`config.mk`:
```
export PLATFORM = sky130hd
export DESIGN_NAME = i2c_slave_flat
export DESIGN_NICKNAME = d
export VERILOG_FILES = /design/src/rtl/i2c_pkg.sv /design/src/rtl/i2c_slave_if.sv /design/src/rtl/i2c_bus_sync.sv /design/src/rtl/i2c_slave.sv /design/src/flat_wrapper.sv
export SDC_FILE = /design/constraint.sdc
export NUM_CORES = 1
export LEC_CHECK = 0
export BUFFER_PORTS_ARGS = -buffer_cell sky130_fd_sc_hd__buf_2
export CORE_ASPECT_RATIO = 0.75
export CORE_UTILIZATION = 52
export DETAILED_ROUTE_END_ITERATION = 8
export GPL_TIMING_DRIVEN = 0
export PLACE_DENSITY = 0.81
export SLEW_MARGIN = 20
export SYNTH_ARGS = -nofsm -noshare
export SYNTH_HDL_FRONTEND = slang
export SYNTH_SLANG_ARGS = --single-unit
```
`constraint.sdc`:
```
create_clock -name i_clk -period 3.05 [get_ports i_clk]
set_input_delay 0.305 -clock i_clk [delete_from_list [all_inputs] [get_ports i_clk]]
set_output_delay 0.305 -clock i_clk [all_outputs]
set_load 0.02 [all_outputs]
```
`src/rtl/i2c_pkg.sv`:
```
// Shared I2C definitions: FSM state encoding, bus symbol constants and a
// helper that turns a data bit into an open-drain pull-low request.
package i2c_pkg;

    typedef enum logic [2:0] {
        IDLE,
        ADDR,
        ADDR_ACK,
        WR_DATA,
        WR_ACK,
        RD_DATA,
        RD_ACK,
        WAIT_STOP
    } i2cState_e;

    localparam logic ACK      = 1'b0;
    localparam logic NACK     = 1'b1;
    localparam logic RW_WRITE = 1'b0;
    localparam logic RW_READ  = 1'b1;

    // SDA is open drain: a 0 is sent by pulling low, a 1 by releasing.
    function automatic logic driveLow(input logic bitVal);
        return (bitVal == 1'b0);
    endfunction

endpackage

```
`src/rtl/i2c_slave_if.sv`:
```
// Bus pins plus the register-backend handshake of the I2C target.
interface i2c_slave_if;

    logic       scl_i;
    logic       sda_i;
    logic       sda_oe;
    logic [7:0] o_wr_data;
    logic       o_wr_valid;
    logic       o_wr_first;
    logic       o_rd_req;
    logic [7:0] i_rd_data;
    logic       o_busy;
    logic       o_nack;

    modport slave (
        input  scl_i, sda_i, i_rd_data,
        output sda_oe, o_wr_data, o_wr_valid, o_wr_first, o_rd_req, o_busy, o_nack
    );

    modport master (
        output scl_i, sda_i, i_rd_data,
        input  sda_oe, o_wr_data, o_wr_valid, o_wr_first, o_rd_req, o_busy, o_nack
    );

endinterface

```
`src/rtl/i2c_bus_sync.sv`:
```
// Brings SCL/SDA into the system clock domain and decodes SCL edges plus
// START/STOP conditions from the synchronized levels.
module i2c_bus_sync #(
    parameter int SYNC_STAGES = 2
) (
    input  logic i_clk,
    input  logic reset,
    input  logic scl_i,
    input  logic sda_i,
    output logic scl_rise,
    output logic scl_fall,
    output logic start_det,
    output logic stop_det,
    output logic sda_s
);

    logic [SYNC_STAGES-1:0] sclSync_q;
    logic [SYNC_STAGES-1:0] sdaSync_q;
    logic                   sclDel_q;
    logic                   sdaDel_q;
    logic                   sclS;

    // Reset to the idle-bus level so leaving reset never looks like an edge.
    always_ff @(posedge i_clk or posedge reset) begin
        if (reset) begin
            sclSync_q <= {SYNC_STAGES{1'b1}};
            sdaSync_q <= {SYNC_STAGES{1'b1}};
            sclDel_q  <= 1'b1;
            sdaDel_q  <= 1'b1;
        end else begin
            sclSync_q <= {sclSync_q[SYNC_STAGES-2:0], scl_i};
            sdaSync_q <= {sdaSync_q[SYNC_STAGES-2:0], sda_i};
            sclDel_q  <= sclSync_q[SYNC_STAGES-1];
            sdaDel_q  <= sdaSync_q[SYNC_STAGES-1];
        end
    end

    assign sclS      = sclSync_q[SYNC_STAGES-1];
    assign sda_s     = sdaSync_q[SYNC_STAGES-1];
    assign scl_rise  = sclS & ~sclDel_q;
    assign scl_fall  = ~sclS & sclDel_q;
    assign start_det = sclS & sclDel_q & sdaDel_q & ~sda_s;
    assign stop_det  = sclS & sclDel_q & ~sdaDel_q & sda_s;

endmodule

```
`src/rtl/i2c_slave.sv`:
```
// I2C target answering one 7-bit address; samples on SCL rise, changes SDA
// only on SCL fall, and exchanges bytes with a register backend.
module i2c_slave
    import i2c_pkg::*;
#(
    parameter logic [6:0] SLAVE_ADDR  = 7'h4B,
    parameter int         SYNC_STAGES = 2
) (
    input  logic        i_clk,
    input  logic        reset,
    i2c_slave_if.slave  bus
);

    logic sclRise, sclFall, startDet, stopDet, sdaS;

    i2c_bus_sync #(.SYNC_STAGES(SYNC_STAGES)) uSync (
        .i_clk     (i_clk),
        .reset     (reset),
        .scl_i     (bus.scl_i),
        .sda_i     (bus.sda_i),
        .scl_rise  (sclRise),
        .scl_fall  (sclFall),
        .start_det (startDet),
        .stop_det  (stopDet),
        .sda_s     (sdaS)
    );

    i2cState_e  state_q, state_d;
    logic [2:0] bitCnt_q, bitCnt_d;
    logic [7:0] shift_q, shift_d;
    logic       rw_q, rw_d;
    logic       first_q, first_d;
    logic       phase_q, phase_d;
    logic       rdLoad_q, rdLoad_d;
    logic       sdaOe_q, sdaOe_d;
    logic       busy_q, busy_d;
    logic [7:0] wrData_q, wrData_d;
    logic       wrValid_q, wrValid_d;
    logic       wrFirst_q, wrFirst_d;
    logic       rdReq_q, rdReq_d;
    logic       nack_q, nack_d;

    always_ff @(posedge i_clk or posedge reset) begin
        if (reset) begin
            state_q   <= IDLE;
            bitCnt_q  <= 3'd7;
            shift_q   <= 8'h00;
            rw_q      <= RW_WRITE;
            first_q   <= 1'b0;
            phase_q   <= 1'b0;
            rdLoad_q  <= 1'b0;
            sdaOe_q   <= 1'b0;
            busy_q    <= 1'b0;
            wrData_q  <= 8'h00;
            wrValid_q <= 1'b0;
            wrFirst_q <= 1'b0;
            rdReq_q   <= 1'b0;
            nack_q    <= 1'b0;
        end else begin
            state_q   <= state_d;
            bitCnt_q  <= bitCnt_d;
            shift_q   <= shift_d;
            rw_q      <= rw_d;
            first_q   <= first_d;
            phase_q   <= phase_d;
            rdLoad_q  <= rdLoad_d;
            sdaOe_q   <= sdaOe_d;
            busy_q    <= busy_d;
            wrData_q  <= wrData_d;
            wrValid_q <= wrValid_d;
            wrFirst_q <= wrFirst_d;
            rdReq_q   <= rdReq_d;
            nack_q    <= nack_d;
        end
    end

    // phase_q splits each ACK state into "drive on next fall" and
    // "release/hand over on the fall after that".
    always_comb begin
        state_d   = state_q;
        bitCnt_d  = bitCnt_q;
        shift_d   = shift_q;
        rw_d      = rw_q;
        first_d   = first_q;
        phase_d   = phase_q;
        rdLoad_d  = 1'b0;
        sdaOe_d   = sdaOe_q;
        busy_d    = busy_q;
        wrData_d  = wrData_q;
        wrValid_d = 1'b0;
        wrFirst_d = wrFirst_q;
        rdReq_d   = 1'b0;
        nack_d    = 1'b0;

        if (rdLoad_q) begin
            shift_d = bus.i_rd_data;
        end

        if (startDet) begin
            state_d  = ADDR;
            bitCnt_d = 3'd7;
            sdaOe_d  = 1'b0;
            busy_d   = 1'b0;
            phase_d  = 1'b0;
        end else if (stopDet) begin
            state_d  = IDLE;
            bitCnt_d = 3'd7;
            sdaOe_d  = 1'b0;
            busy_d   = 1'b0;
            phase_d  = 1'b0;
        end else begin
            case (state_q)
                IDLE: begin
                    sdaOe_d = 1'b0;
                end
                ADDR: begin
                    if (sclRise) begin
                        shift_d = {shift_q[6:0], sdaS};
                        if (bitCnt_q == 3'd0) begin
                            if (shift_q[6:0] == SLAVE_ADDR) begin
                                state_d = ADDR_ACK;
                                busy_d  = 1'b1;
                                rw_d    = sdaS;
                                first_d = 1'b1;
                                phase_d = 1'b0;
                            end else begin
                                state_d = WAIT_STOP;
                            end
                        end else begin
                            bitCnt_d = bitCnt_q - 3'd1;
                        end
                    end
                end
                ADDR_ACK: begin
                    if (sclFall) begin
                        if (!phase_q) begin
                            sdaOe_d = driveLow(ACK);
                            phase_d = 1'b1;
                            if (rw_q == RW_READ) begin
                                rdReq_d  = 1'b1;
                                rdLoad_d = 1'b1;
                            end
                        end else begin
                            phase_d  = 1'b0;
                            bitCnt_d = 3'd7;
                            if (rw_q == RW_READ) begin
                                sdaOe_d = driveLow(shift_q[7]);
                                state_d = RD_DATA;
                            end else begin
                                sdaOe_d = 1'b0;
                                state_d = WR_DATA;
                            end
                        end
                    end
                end
                WR_DATA: begin
                    if (sclRise) begin
                        shift_d = {shift_q[6:0], sdaS};
                        if (bitCnt_q == 3'd0) begin
                            wrData_d  = {shift_q[6:0], sdaS};
                            wrValid_d = 1'b1;
                            wrFirst_d = first_q;
                            first_d   = 1'b0;
                            phase_d   = 1'b0;
                            state_d   = WR_ACK;
                        end else begin
                            bitCnt_d = bitCnt_q - 3'd1;
                        end
                    end
                end
                WR_ACK: begin
                    if (sclFall) begin
                        if (!phase_q) begin
                            sdaOe_d = driveLow(ACK);
                            phase_d = 1'b1;
                        end else begin
                            sdaOe_d  = 1'b0;
                            phase_d  = 1'b0;
                            bitCnt_d = 3'd7;
                            state_d  = WR_DATA;
                        end
                    end
                end
                RD_DATA: begin
                    if (sclFall) begin
                        if (bitCnt_q == 3'd0) begin
                            sdaOe_d = 1'b0;
                            phase_d = 1'b0;
                            state_d = RD_ACK;
                        end else begin
                            shift_d  = {shift_q[6:0], 1'b0};
                            sdaOe_d  = driveLow(shift_q[6]);
                            bitCnt_d = bitCnt_q - 3'd1;
                        end
                    end
                end
                RD_ACK: begin
                    if (sclRise && !phase_q) begin
                        if (sdaS == ACK) begin
                            rdReq_d  = 1'b1;
                            rdLoad_d = 1'b1;
                            phase_d  = 1'b1;
                        end else begin
                            nack_d  = 1'b1;
                            state_d = WAIT_STOP;
                        end
                    end else if (sclFall && phase_q) begin
                        sdaOe_d  = driveLow(shift_q[7]);
                        bitCnt_d = 3'd7;
                        phase_d  = 1'b0;
                        state_d  = RD_DATA;
                    end
                end
                WAIT_STOP: begin
                    sdaOe_d = 1'b0;
                end
                default: begin
                    state_d = IDLE;
                    sdaOe_d = 1'b0;
                end
            endcase
        end
    end

    assign bus.sda_oe     = sdaOe_q;
    assign bus.o_wr_data  = wrData_q;
    assign bus.o_wr_valid = wrValid_q;
    assign bus.o_wr_first = wrFirst_q;
    assign bus.o_rd_req   = rdReq_q;
    assign bus.o_busy     = busy_q;
    assign bus.o_nack     = nack_q;

endmodule

```
`src/flat_wrapper.sv`:
```
// flat-port wrapper written by rule: the top's interface ports become plain ports
module i2c_slave_flat import i2c_pkg::*;
#(
    parameter logic [6:0] SLAVE_ADDR  = 7'h4B,
    parameter int         SYNC_STAGES = 2
)
  (i_clk, reset, bus_scl_i, bus_sda_i, bus_i_rd_data, bus_sda_oe, bus_o_wr_data, bus_o_wr_valid, bus_o_wr_first, bus_o_rd_req, bus_o_busy, bus_o_nack);
  i2c_slave_if bus_i ();
  input  logic i_clk;
  input  logic reset;
  input wire logic [$bits(bus_i.scl_i)-1:0] bus_scl_i;
  input wire logic [$bits(bus_i.sda_i)-1:0] bus_sda_i;
  input wire logic [$bits(bus_i.i_rd_data)-1:0] bus_i_rd_data;
  output wire logic [$bits(bus_i.sda_oe)-1:0] bus_sda_oe;
  output wire logic [$bits(bus_i.o_wr_data)-1:0] bus_o_wr_data;
  output wire logic [$bits(bus_i.o_wr_valid)-1:0] bus_o_wr_valid;
  output wire logic [$bits(bus_i.o_wr_first)-1:0] bus_o_wr_first;
  output wire logic [$bits(bus_i.o_rd_req)-1:0] bus_o_rd_req;
  output wire logic [$bits(bus_i.o_busy)-1:0] bus_o_busy;
  output wire logic [$bits(bus_i.o_nack)-1:0] bus_o_nack;
  assign bus_i.scl_i = bus_scl_i;
  assign bus_i.sda_i = bus_sda_i;
  assign bus_i.i_rd_data = bus_i_rd_data;
  assign bus_sda_oe = bus_i.sda_oe;
  assign bus_o_wr_data = bus_i.o_wr_data;
  assign bus_o_wr_valid = bus_i.o_wr_valid;
  assign bus_o_wr_first = bus_i.o_wr_first;
  assign bus_o_rd_req = bus_i.o_rd_req;
  assign bus_o_busy = bus_i.o_busy;
  assign bus_o_nack = bus_i.o_nack;
  i2c_slave #(.SLAVE_ADDR(SLAVE_ADDR), .SYNC_STAGES(SYNC_STAGES)) u_core (.i_clk(i_clk), .reset(reset), .bus(bus_i));
endmodule
```
==> impl_results.md <==
- Cell count after synthesis: 221
- Remaining DRCs: 0
- Worst-Margin Slew: about 0.76 ns
- Seq cells post-synth: 37
- Aggregate routed wire length: 4988 um
- Maximum VDD drop: around 600 uV
- Die span in x: approximately 76 um
- Hold Path Origin: bus_sda_i
- Power Density: just under 900 mW/mm2
- TritonCTS clock tree: yes
- Post-synthesis sequential area ratio: 43.37%
- Number of setup violations in the final report: 0
- Class of the tightest hold or removal check: input pin to register
- Area of the mapped netlist: 0.002161 mm2
- GRT Total Usage: 24.54%
- Post_cts resized: 0
- Clock buffer count from CTS: 5
- Sink Count: 37
- Drt wl/cell: 16.30 um
- Category of the most critical setup path: register to register
- Startpoint of the worst-slack reg-to-reg timing path: u_core.bitCnt_q[0]$_DFFE_PP1P_
- Largest stage delay on the critical path: between 0.5 and 0.6 ns
- Final estimated routing congestion in global placement: roughly 0.98
- Number of warnings issued by yosys: 0
- Main area contributors after synthesis: sky130_fd_sc_hd__dfrtp_1 32%, sky130_fd_sc_hd__dfstp_2 11%, sky130_fd_sc_hd__nand2_1 6.9%
- Fin crit period: between 1.5 and 2 ns
- Static Leakage: around 1.2 nW
- Launching element type of the critical path: register
- Crit path from: u_core.bitCnt_q[0]$_DFFE_PP1P_
- Outcome: finished clean
- Fillers: approximately 300
- Count of hold buffers inserted by post-cts repair: 0
- Number of I/O port buffers: 25
- Postcts setup bufs: 0
- CP Data Required Time: 3.26 ns
- Count of distinct cell types in the synthesized netlist: between 60 and 70
- HPWL after DPL: 3577 um
- Number of standard-cell rows in the floorplan: 19
- Cell type contributing the most total cell area after synthesis: sky130_fd_sc_hd__dfrtp_1
- Slowest cell on the critical path: sky130_fd_sc_hd__dfstp_2
- Total instance count after detailed placement: 298
- Share of the clock period used by the worst path after layout: 65.48%
- Final cell count without fillers: 306
- Antenna-violating nets left: 0
- Starting Density: a little under three fifths
- Boundary Pins: 26
- First-pass GRT wire length: 8086 um
- Clk Latency, worst-skew pair: 0.29 ns
- Worst path cell trace: inv_1 > ha_1 > and2b_4 > or4_1 > a211o_1 > a21oi_1
- Number of global-route vias before repair: 1567
- Total core area: 0.003804 mm2
- # diodes: 0
- Commonest register cell after synthesis: sky130_fd_sc_hd__dfrtp_1
- Mean instance size in the synthesized netlist: 9.777 um2
- Total gr overflow: 0
- Worst Skew: 0.006061 ns
- RSZ-0062 raised after global routing: false
- Area growth syn-to-layout: 12.80%
- Die height: 57.83 um
- Leading post-synthesis cells by instance count: 40 x sky130_fd_sc_hd__nand2_1, 28 x sky130_fd_sc_hd__dfrtp_1, 17 x sky130_fd_sc_hd__nor2_1
- Largest net degree at the start of global routing: 38
- CTS root buf: sky130_fd_sc_hd__clkbuf_8
- Maximum clock rate: between 0.5 and 0.6 GHz
- Crit Path Max Fanout: 3
- Top-area cell type share of the netlist area: between 30% and 40%
- Initial antenna violation count: 0
- CP Data Arrival Time: 2.21 ns
- Number of pins with negative max-slew slack in the final report: 0
- Initial DRC Count: 182
- Via count: between 1.5k and 2k
- Hold Violations, Final: 0
- Number of detailed-routing iterations run before antenna repair: 4
- Share of layout cells above drive strength 1: 30.31%
- H-tree level count: 2
- Number of nets in the layout: 267
- Clock-pin slew reported for the worst setup and hold paths after clock tree synthesis: 0.08 ns
- Library cell with the highest instance count after synthesis: sky130_fd_sc_hd__nand2_1
- TNS Setup: 0 ns
- Fraction of synthesis flops using an asynchronous set or reset pin: 100.0%
- Number of enable-type register cells in the synthesized netlist: 0
- Nature of the critical path endpoint: register
- Die Outline Area: 0.004420 mm2
- Number of max-cap violations: 0
- Headroom to the max-slew limit: 49.30%
- Deepest clock path buffer count: 2
- Worst hold slack after final layout: ~0.10 ns
- Via density per instance: 5.683
- Syn nets: 235
cell type report:
cell class	count	area [um2]	area share [%]
inverters	7	26.28	1.078
flip-flops and latches	37	937.1	38.45
well taps	52	65.06	2.669
clock buffers	5	68.82	2.823
multi-input cells	165	1095	44.92
clock inverters	3	17.52	0.7187
plain buffers	12	102.6	4.209
repair buffers	25	125.1	5.133
worst paths after layout:
check | endpoint | slack, ns | cells past startpoint
min | u_core.uSync.sdaSync_q[0]$_DFF_PP1_ | 0.10 | 1
min reg2reg | u_core.uSync.sdaSync_q[1]$_DFF_PP1_ | 0.36 | 0
max | u_core.bus.sda_oe$_DFFE_PP0P_ | 1.05 | 6
min in group asynchronous | u_core.bus.o_wr_first$_DFFE_PP0P_ | 0.14 | 2
max reg2reg | u_core.bus.sda_oe$_DFFE_PP0P_ | 1.05 | 6
max in group asynchronous | u_core.phase_q$_DFFE_PP0P_ | 2.42 | 2
flip-flops by register name (all words and copies together), names as in the netlist, 2 cells and up:
signal                  cells
u_core.uSync.sclSync_q      2
u_core.bitCnt_q             3
u_core.uSync.sdaSync_q      2
u_core.bus.o_wr_data        8
u_core.shift_q              8
u_core.state_q              3
worst max-delay path, delay by kind of cell (launching register included):
family	cells	cell delay, ns
adder cells (fa/ha/maj)	1	0.22
AND/OR/NAND/NOR	2	0.67
flip-flops	1	0.53
buffers and inverters	1	0.06
AO/OA/AOI/OAI	2	0.44
kinds of logic (layout without fill, tap and decap cells):
| logic type | after synthesis | after routing | synth area share, % |
|---|---|---|---|
| fa+ha+maj | 4 | 4 | 2.084 |
| buf+inv | 19 | 52 | 5.964 |
| flops | 37 | 37 | 43.37 |
| xor+xnor | 1 | 1 | 0.4054 |
| mux | 15 | 15 | 7.180 |
| compound gates | 44 | 44 | 14.88 |
| simple gates | 101 | 101 | 26.12 |
layout by cell type (no fill, tap or decap), types with 2 or more instances in the layout:
| master | synthesis | final |
|---|---|---|
| sky130_fd_sc_hd__a22o_1 | 2 | 2 |
| sky130_fd_sc_hd__ha_1 | 2 | 2 |
| sky130_fd_sc_hd__nand4_1 | 2 | 2 |
| sky130_fd_sc_hd__a21oi_1 | 9 | 9 |
| sky130_fd_sc_hd__clkinv_2 | 0 | 2 |
| sky130_fd_sc_hd__dfrtp_1 | 28 | 28 |
| sky130_fd_sc_hd__inv_2 | 2 | 3 |
| sky130_fd_sc_hd__a311oi_1 | 2 | 2 |
| sky130_fd_sc_hd__mux2_2 | 3 | 3 |
| sky130_fd_sc_hd__nor2_1 | 17 | 17 |
| sky130_fd_sc_hd__nor2b_1 | 3 | 3 |
| sky130_fd_sc_hd__a211oi_1 | 2 | 2 |
| sky130_fd_sc_hd__inv_1 | 5 | 4 |
| sky130_fd_sc_hd__nand2b_1 | 5 | 5 |
| sky130_fd_sc_hd__buf_2 | 4 | 29 |
| sky130_fd_sc_hd__dfstp_2 | 9 | 9 |
| sky130_fd_sc_hd__nand4b_1 | 3 | 3 |
| sky130_fd_sc_hd__mux2i_1 | 11 | 11 |
| sky130_fd_sc_hd__and3_1 | 5 | 5 |
| sky130_fd_sc_hd__buf_1 | 2 | 2 |
| sky130_fd_sc_hd__maj3_1 | 2 | 2 |
| sky130_fd_sc_hd__nand2_1 | 40 | 40 |
| sky130_fd_sc_hd__or2_2 | 2 | 2 |
| sky130_fd_sc_hd__buf_6 | 3 | 3 |
| sky130_fd_sc_hd__clkbuf_8 | 3 | 8 |
| sky130_fd_sc_hd__o21ai_0 | 11 | 11 |
| sky130_fd_sc_hd__nor3_1 | 4 | 4 |
| sky130_fd_sc_hd__nand3_1 | 2 | 2 |
through the flow:
step                total power, mW  util (%)  cell area (um2)  setup slack [ns]
floorplan                     1.558         -             2161             1.210
global placement              1.779     61.81             2351             1.120
detailed placement            1.801     61.81             2351             1.080
CTS                           2.143     64.08             2437             1.058
global route                  2.303     64.08             2437            0.9556
finish                        2.164     64.08             2437             1.053
per-layer routing:
metal  global-route usage [%]  up-vias  wire [um]
li1                         -      850          -
met5                        0        -          0
met3                    7.402       12        393
met1                    37.63      817       2533
met2                    31.66       60       1961
met4                    9.890        0         99
power by group:
| group | internal [mW] | switching (mW) | total [mW] |
|---|---|---|---|
| clock | 0.158 | 0.184 | 0.342 |
| combinational | 0.481 | 0.595 | 1.08 |
| sequential | 0.624 | 0.122 | 0.746 |
Power figures use the tool's default switching activity.
